[src/rtl/rx_bit_timer_ctrl.sv]
// Purpose : bit-period sequencer for a serial receiver (start, DATA_BITS data, one stop bit).
// Latency : k-th shift_strobe k*CLKS_PER_BIT+SAMPLE_AT cycles after start is sampled; packet_done one cycle after the stop strobe.
// Backpres: none; start_detected is only honoured in IDLE, and abort returns to IDLE on the next edge.
//
// Ports:
//   clk, rst        rising-edge clock, synchronous active-high reset
//   start_detected  start-edge indication from the detector (level or pulse)
//   abort           drops the frame in progress
//   busy            frame being timed (RUN or DONE)
//   shift_strobe    one-cycle mid-bit sample/shift pulse for data and stop bits
//   packet_done     one-cycle end-of-frame pulse following the stop-bit strobe
//   bit_index       current bit period: 0 start, 1..DATA_BITS data, DATA_BITS+1 stop

module rx_bit_timer_ctrl #(
  parameter int CLKS_PER_BIT = 10,
  parameter int SAMPLE_AT    = 5,
  parameter int DATA_BITS    = 8,
  localparam int BIT_W       = $clog2(DATA_BITS + 2)
) (
  input  logic             clk,
  input  logic             rst,
  input  logic             start_detected,
  input  logic             abort,
  output logic             busy,
  output logic             shift_strobe,
  output logic             packet_done,
  output logic [BIT_W-1:0] bit_index
);

  localparam int CNT_W = $clog2(CLKS_PER_BIT + 1);

  localparam logic [CNT_W-1:0] CPB_C    = CNT_W'(CLKS_PER_BIT);
  localparam logic [CNT_W-1:0] SAMPLE_C = CNT_W'(SAMPLE_AT);
  localparam logic [BIT_W-1:0] STOP_IDX = BIT_W'(DATA_BITS + 1);

  typedef enum logic [1:0] {
    IDLE = 2'd0,
    RUN  = 2'd1,
    DONE = 2'd2
  } state_t;

  state_t           state;
  state_t           state_nxt;
  logic [CNT_W-1:0] clk_cnt;
  logic [CNT_W-1:0] clk_cnt_nxt;
  logic [BIT_W-1:0] bit_cnt;
  logic [BIT_W-1:0] bit_cnt_nxt;

  logic             sample_pt;
  logic             stop_sample;

  // Mid-bit sample point of the current period; shared by the strobe
  // decode and the RUN->DONE decision so both line up on the same cycle.
  assign sample_pt   = (state == RUN) && (clk_cnt == SAMPLE_C);
  assign stop_sample = sample_pt && (bit_cnt == STOP_IDX);

  always_ff @(posedge clk) begin
    if (rst) begin
      state   <= IDLE;
      clk_cnt <= '0;
      bit_cnt <= '0;
    end else begin
      state   <= state_nxt;
      clk_cnt <= clk_cnt_nxt;
      bit_cnt <= bit_cnt_nxt;
    end
  end

  always_comb begin
    state_nxt   = state;
    clk_cnt_nxt = clk_cnt;
    bit_cnt_nxt = bit_cnt;

    case (state)
      IDLE: begin
        clk_cnt_nxt = '0;
        bit_cnt_nxt = '0;
        // abort takes priority over a coincident start
        if (start_detected && !abort) begin
          state_nxt   = RUN;
          clk_cnt_nxt = CNT_W'(1);
        end
      end

      RUN: begin
        if (abort || stop_sample) begin
          // The stop bit is not waited out: leave at its sample point.
          // Counters clear here so bit_cnt never steps past the stop index.
          state_nxt   = abort ? IDLE : DONE;
          clk_cnt_nxt = '0;
          bit_cnt_nxt = '0;
        end else if (clk_cnt == CPB_C) begin
          clk_cnt_nxt = CNT_W'(1);
          bit_cnt_nxt = bit_cnt + BIT_W'(1);
        end else begin
          clk_cnt_nxt = clk_cnt + CNT_W'(1);
        end
      end

      DONE: begin
        state_nxt   = IDLE;
        clk_cnt_nxt = '0;
        bit_cnt_nxt = '0;
      end

      default: begin
        state_nxt   = IDLE;
        clk_cnt_nxt = '0;
        bit_cnt_nxt = '0;
      end
    endcase
  end

  // All outputs are pure decodes of registered state, so they cannot glitch
  // on input changes. The start period (bit_cnt==0) never strobes.
  assign busy         = (state == RUN) || (state == DONE);
  assign packet_done  = (state == DONE);
  assign shift_strobe = sample_pt && (bit_cnt != '0);
  assign bit_index    = (state == RUN) ? bit_cnt : '0;

endmodule

[config.mk]
export PLATFORM = sky130hd
export DESIGN_NAME = rx_bit_timer_ctrl
export DESIGN_NICKNAME = d
export VERILOG_FILES = /design/src/rtl/rx_bit_timer_ctrl.sv
export SDC_FILE = /design/constraint.sdc
export NUM_CORES = 1
export LEC_CHECK = 0
export ABC_CLOCK_PERIOD_IN_PS = 2570
export BUFFER_PORTS_ARGS = -buffer_cell sky130_fd_sc_hd__buf_2
export CAP_MARGIN = 0
export CORE_AREA = 5 5 42 44
export DETAILED_ROUTE_END_ITERATION = 16
export DIE_AREA = 0 0 47 49
export GPL_TIMING_DRIVEN = 1
export PLACE_DENSITY_LB_ADDON = 0.3
export SLEW_MARGIN = 20
export SYNTH_ARGS = -nofsm -noshare
export SYNTH_HDL_FRONTEND = slang
export SYNTH_SLANG_ARGS = --single-unit
[constraint.sdc]
create_clock -name clk -period 2.57 [get_ports clk]
set_input_delay 0.1285 -clock clk [delete_from_list [all_inputs] [get_ports clk]]
set_output_delay 0.1285 -clock clk [all_outputs]
set_load 0.01 [all_outputs]
# Word level (Yosys, flattened, before mapping)

Cells that the tools add are included.

Register bits after elaboration: 10
Input port bits: 4

Add/subtract/negate cells: 2
Equality and inequality tests: 7
Multiplexer cells: 9
Bitwise logic cells: 1
Reduce and logical (&&, ||, !) cells: 11

Operators by type and width:

| kind                                                 | number |
|---|---|
| two-way mux 4 bit                                    | 3 |
| adder 4 x 1 -> 4 bit (second input constant)         | 2 |
| equality test 4 bit (second input constant)          | 2 |
| case mux 4 bit (2 select lines)                      | 1 |
| two-way mux 2 bit                                    | 3 |
| equality test 4 x 3 -> 1 bit (second input constant) | 1 |
| logical AND 1 bit                                    | 4 |
| case mux 2 bit (2 select lines)                      | 1 |
| nonzero test 4 bit                                   | 1 |
| OR reduction 3 bit                                   | 1 |
| equality test 2 x 1 -> 1 bit (second input constant) | 1 |
| equality test 2 bit (second input constant)          | 1 |
| logical NOT 2 bit                                    | 1 |
| logical OR 1 bit                                     | 2 |
| != test 2 x 1 -> 1 bit (second input constant)       | 1 |
| != test 2 bit (second input constant)                | 1 |
| AND reduction 2 bit                                  | 1 |
| logical NOT 1 bit                                    | 1 |
| two-way mux 1 bit                                    | 1 |
| NOT 1 bit                                            | 1 |

# Depth between registers and ports, before layout

Gate-level depths: netlist of the first run.

Depth in word-level cells: 6
Mapped depth: 5
Gate-level depth less buffers: 5

# Least setup slack after synthesis of the first run

OpenSTA, ideal clock, no wires.

Path kind: register -> register
From: reg state[1]
To: reg state[0]
Arrival: 1.349 ns
Required time: 2.491 ns
Slack: 1.142 ns
Cell stages (with the launch flop): 6
Buffers on the path: 0
Path through: dfxtp_1 inv_1 ha_1 and4b_4 a211o_4 a211oi_2

Word-level cells in the longest chain between the ends: 6
Elaborated cells on any way between the ends: 9
Classes of those cells: 3 x eq/ne; 1 x mux; 5 x reduce/logical

Ends and longest elaborated chain:

| element                          | line   | text |
|---|---|---|
| start: declaration               | 42     | `state_t state;` |
| start signal: assignment         | 63     | `state <= state_nxt;` |
| equality test 2 x 1 -> 1 bit     | 54, 74 |  |
| logical AND 1 bit                | 54     | `assign sample_pt = (state == RUN) && (clk_cnt == SAMPLE_C);` |
| logical AND 1 bit                | 55     | `assign stop_sample = sample_pt && (bit_cnt == STOP_IDX);` |
| logical OR 1 bit                 | 86     | `if (abort \|\| stop_sample) begin` |
| != test 2 x 1 -> 1 bit (no line) | n/a    |  |
| AND reduction 2 bit (no line)    | n/a    |  |

Several ways; a longest one is shown, not always the timed one.
A chain may end at the register's enable or synchronous reset.

# Final worst setup path of the first run

Ends and elaborated chain as after synthesis.

==> run metrics, run 1 <==
outcome completed; register area share after synthesis 0.313; gpl congestion 0.825; CP max FO 8; EDFF count, synth 0; worst reg-to-reg setup slack between 1 and 1.5 ns; Root Driver clkbuf_4; aggregate global-route resource usage 0.119; first-pass GRT wire length about 2000 um; core area 1400 um2; vias per cell roughly 5.2; required time worst endpoint 2.76 ns; Max-Cap Viols 0; CTS tree yes; FF-to-FF End state[0]; Synth Flop Type dfxtp_1; wirelength, routed between 1000 and 1500 um; Final nets between 90 and 100; Post-Synthesis Cells 73; Hold Buf Count CTS 0; DP HPWL about 900 um; drc violations 0; Reg power frac 0.544; Clock Path Buffers 2; largest net degree at the start of global routing 10; antenna violations before repair 0; pre-CTS setup slack 1.03 ns; Placement Cell Area around 700 um2; Synth top cells by count dfxtp_1, inv_1, a21oi_1, ha_1, nand2_1; H-tree Lvls 1; PostCTS Resize Cnt 0; Comb power frac 0.091; Final setup viols 0; R2R cell count 5; Fmax approximately 0.65 GHz; Tmin final 1.55 ns; HP Class primary input to flip-flop; Worst VDD drop 0.258 mV; Power Total 0.296 mW; main area contributors after synthesis dfxtp_1, ha_1, a21oi_1; DR WL/cell 11.7 um; final instance area 721 um2; Lkg Pwr 0.280 nW; Post-CTS Repair Setup Buffers 0; critical path data arrival time 1.73 ns; hold_sp abort; die area 2300 um2; Netlist cell types 29; CP endpoint state[0]; area grow syn2layout 12.7%; Slew Limit Fails 0; Worst-Skew Late Latency about 0.26 ns; type of the worst setup path flip-flop to flip-flop; Die H 49 um; Initial Util 0.456; initial drt markers 6; grt total ovfl 0; vias 530; critical path cell sequence inv_1, ha_1, and4b_4, a211o_4, a211oi_2; fin crit share 0.603; vias in the first global route 477; fin cells 101; Async SR Flop Fraction 0; worst rel slew slack 0.623; Final ANT Viol Nets 0; Placed Instances 98; area share of the largest cell type after synthesis 0.313; Fin. Hold Viols 0; worst-margin pin slew 0.557 ns; Top Ports 11; DR pass1 iterations 4; critical path endpoint category flip-flop; n_diodes 0; Std-Cell Rows 14; Port Buffer Count 10; Num CTS Buffers 3; TritonCTS Sinks 10; count leader, synth dfxtp_1; Setup WS post-layout 1.02 ns; launch point of the worst path state[1]; worst-case clock skew 0.00427 ns; NetSw between 0.07 and 0.08 mW; Yosys warning count 0; clock share of power 0.365; hold_ws 0.0601 ns; fraction of layout cells with a size suffix above 1 0.200; Synth Register Bits 10; post-synth top area cell dfxtp_1; die outline width 47 um; Syn Area/Cell approximately 9 um2; final core utilization 0.514; Int Pwr 0.223 mW; Slowest cell on crit path a211o_4; Fill cells around 140; Pwr Density 411 nW/um2; Synth Net Count 83; RSZ-0062 raised after global routing false; Synth Cell Area approximately 640 um2; Sum Neg Setup Slack 0 ns; Sw Share 0.245; clock-pin slew on the worst setup and hold paths 0.06 ns; CP max stage delay 0.38 ns; startpoint types flip-flop; worst r2r src state[1]
[power by group through the flow]
stage / Sequential, mW / Combinational [mW] / Clock, mW
2_1_floorplan: 0.162 / 0.0225 / 0
3_3_place_gp: 0.165 / 0.0268 / 0
3_5_place_dp: 0.165 / 0.0269 / 0
4_1_cts: 0.161 / 0.0275 / 0.110
5_1_grt: 0.162 / 0.0308 / 0.119
6_report: 0.161 / 0.0270 / 0.108
[worst min-delay path by stage]
stage,to,slack (ns),cells after the start
3_5_place_dp,clk_cnt[0],0.33,2
3_3_place_gp,clk_cnt[0],0.32,2
2_1_floorplan,clk_cnt[0],0.21,1
4_1_cts,clk_cnt[0],0.06,2
6_report,clk_cnt[0],0.06,2
5_1_grt,clk_cnt[0],0.06,2
[critical path: cells and delay by family (launching register included)]
| family | cells | cell delay (ns) |
|---|---|---|
| simple gates | 1 | 0.26 |
| flops | 1 | 0.33 |
| compound gates | 2 | 0.55 |
| buf+inv | 1 | 0.07 |
| fa+ha+maj | 1 | 0.27 |
[layout by cell type, fill, tap and decap left out, types with 2 or more instances in the layout]
cell type,count
and2_1,4
dfxtp_1,10
clkbuf_4,3
nor2b_1,4
inv_1,8
nand2b_1,3
nor2_1,3
ha_1,6
o21ai_0,4
a21oi_1,6
or3_1,2
buf_2,10
nand2_1,5
[state kept, by name, indices dropped and copies added, names as in the netlist]
name,count
clk_cnt,4
bit_cnt,4
state,2
[layer usage]
metal	wire length, um	vias to the layer above	track usage
li1	-	277	-
met1	559	242	0.151
met2	538	7	0.174
met3	45	4	0.0332
met4	35	0	0.0691
met5	0	-	0
[final cells by class]
type	count	area [um2]	area share
clock buffers	3	22.5	0.0313
well taps	16	20.0	0.0278
inverters	8	30.0	0.0417
repair buffers	10	50.0	0.0694
multi-input cells	54	398	0.552
flip-flops and latches	10	200	0.278
[logic make-up (layout without fill, tap and decap cells)]
family | count (synthesis) | after routing | share of synthesized area
DFF | 10 | 10 | 0.313
adders and majority gates | 6 | 6 | 0.117
AOI/OAI and AO/OA | 16 | 16 | 0.174
xor gates and xnor gates | 2 | 2 | 0.0274
buffers and inverters | 9 | 21 | 0.0646
and+or+nand+nor | 30 | 30 | 0.303
(Power assumes the default switching activity.)
==> run 2, diff against run 1 <==
ABC_CLOCK_PERIOD_IN_PS = 1600   (was 2570)
clock period = 1.6 ns   (was 2.57 ns; I/O delays follow)
==> run metrics, run 2 (same netlist as run 1, synthesis figures left out) <==
initial drt markers 11 (+5); CP max FO 5 (-3); type of the worst setup path flip-flop to output pin; DR WL/cell 12.0 um (+3.0%); critical path endpoint category output pin; Worst Hold Path Cells 2 (unchanged); commonest non-fill, non-tap cells in the layout dfxtp_1, buf_2, inv_1; CP top delay family flip-flops; Worst VDD drop 0.378 mV (+47%); R2R cell count 5 (unchanged); fraction of layout cells with a size suffix above 1 0.236 (+0.0360); antenna violations before repair 0 (unchanged); critical path cell sequence ha_4, buf_4, nand4_1, a21oi_1, buf_2; Std-Cell Rows 14 (unchanged); grt total ovfl 0 (unchanged); FF+latch area 200 um2 (unchanged); Final ANT Viol Nets 0 (unchanged); Largest regs bit_cnt x4, clk_cnt x4, state x2; Sum Neg Setup Slack 0 ns (unchanged); core area 1400 um2 (unchanged); Tmin final 1.45 ns; worst-case clock skew 0.00479 ns (+0.000518 ns); Lkg Pwr 0.303 nW (+8.2%); drc violations 0 (unchanged); worst rel slew slack 0.623 (-0.000909); vias 547 (+3.2%); DP HPWL 938 um (+3.6%); Fin. Hold Viols 0 (unchanged); worst reg-to-reg setup slack 0.15 ns (-0.87 ns); hold_ws 0.0348 ns (-0.0253 ns); H-tree Lvls 1 (unchanged); number of cells on the critical path 5 (unchanged); die area 2300 um2 (unchanged); Root Driver clkbuf_4; hold_sp rst; fin crit share 0.904; CP max stage delay 0.43 ns (+0.05 ns); Worst-Skew Late Latency 0.27 ns (about the same); Final nets 100 (+3.1%); Num CTS Buffers 3 (unchanged); n_diodes 0 (unchanged); Slew Limit Fails 0 (unchanged); RSZ-0062 raised after global routing false; vias in the first global route 491 (+2.9%); vias per cell 5.21 (-0.72%); FF-to-FF End state[0]; Fill cells 139 (-3.5%); outcome completed; Port Buffer Count 10 (unchanged); Fmax 0.691 GHz; wirelength, routed 1260 um (+7.1%); worst-margin pin slew 0.559 ns (+0.00134 ns); die outline width 47 um (unchanged); Post-CTS Repair Setup Buffers 0 (unchanged); Die H 49 um (unchanged); Max-Cap Viols 0 (unchanged); clock-pin slew on the worst setup and hold paths 0.07 ns (about the same); first-pass GRT wire length 2140 um (+5.1%); CTS tree yes; Clock Path Buffers 2 (unchanged); worst r2r src state[1]; final instance area 772 um2 (+7.1%); Placement Cell Area 713 um2 (+2.2%); HP Class primary input to flip-flop; critical path data arrival time 1.37 ns (-0.36 ns); startpoint types flip-flop; required time worst endpoint 1.52 ns (-1.24 ns); Initial Util 0.456 (unchanged); DR pass1 iterations 4 (unchanged); area grow syn2layout 20.7%; WP buf/inv 2 (+1); Top Ports 11 (unchanged); area used by multi-input combinational logic 410 um2 (+3.1%); Pwr Density 704 nW/um2 (+71%); TritonCTS Sinks 10 (unchanged); Final setup viols 0 (unchanged); Worst Hold Path EP clk_cnt[0]; largest net degree at the start of global routing 10 (unchanged); aggregate global-route resource usage 0.125 (+0.00556); final core utilization 0.551 (+0.0366); gpl congestion 0.864 (+4.7%); Slowest cell on crit path dfxtp_1
[run 2: changes by cell type in the layout (fill, tap and decap cells not counted)]
cell | previous run | this run
clkbuf_8 | 0 | 1
buf_4 | 0 | 2
dlygate4sd3_1 | 0 | 1
ha_4 | 0 | 1
ha_1 | 6 | 5
[run 2: through the flow]
step	cells	worst slack, ns	total power [mW]
after global routing	105	0.00615	0.571
final	105	0.154	0.544
after detailed placement	100	0.115	0.312
after CTS	105	0.0849	0.546
after floorplan	73	0.172	0.297
after global placement	100	0.163	0.311
[run 2: worst max-delay path by stage]
| stage | end | slack (ns) | from |
|---|---|---|---|
| after floorplan | state[0] | 0.17 | state[1] |
| after global placement | state[0] | 0.16 | state[1] |
| after detailed placement | state[0] | 0.12 | state[1] |
| after CTS | shift_strobe | 0.08 | state[0] |
| after global routing | shift_strobe | 0.006 | state[0] |
| final | shift_strobe | 0.15 | state[0] |
[run 2: timing repair]
| action | 4_1_cts | 5_1_grt |
|---|---|---|
| hold endpoints to repair | 1 | 0 |
| resized for setup | 0 | 2 |
| endpoints found under the setup margin | 0 | 1 |
| hold buffers | 1 | 0 |
[run 2: layer usage]
layer	track usage	vias up	part of all wire
li1	-	284	-
met1	0.166	252	0.45
met2	0.176	9	0.50
met3	0.0332	2	0.037
met4	0.0691	0	0.013
met5	0	-	0
[run 2: cell type report]
cell class | count | share of cell area
clock buffer | 4 | 0.0470
sequential | 10 | 0.259
inverter | 8 | 0.0389
multi-input combinational | 54 | 0.532
tap | 16 | 0.0259
timing repair buffer | 13 | 0.0972
[run 2: where the power goes]
group	switching (mW)	internal [mW]	total [mW]	leakage, nW
Sequential	0.00756	0.253	0.260	0.0809
Clock	0.0942	0.138	0.232	0.0210
Combinational	0.0257	0.0255	0.0512	0.201
Total	0.128	0.416	0.544	0.303
[run 2: worst reg2reg max path, stage by stage (launching register included)]
cell and delay (ns):
dfxtp_1 0.34, inv_1 0.09, ha_4 0.18, and4b_4 0.21, a211o_4 0.38, a211oi_2 0.18
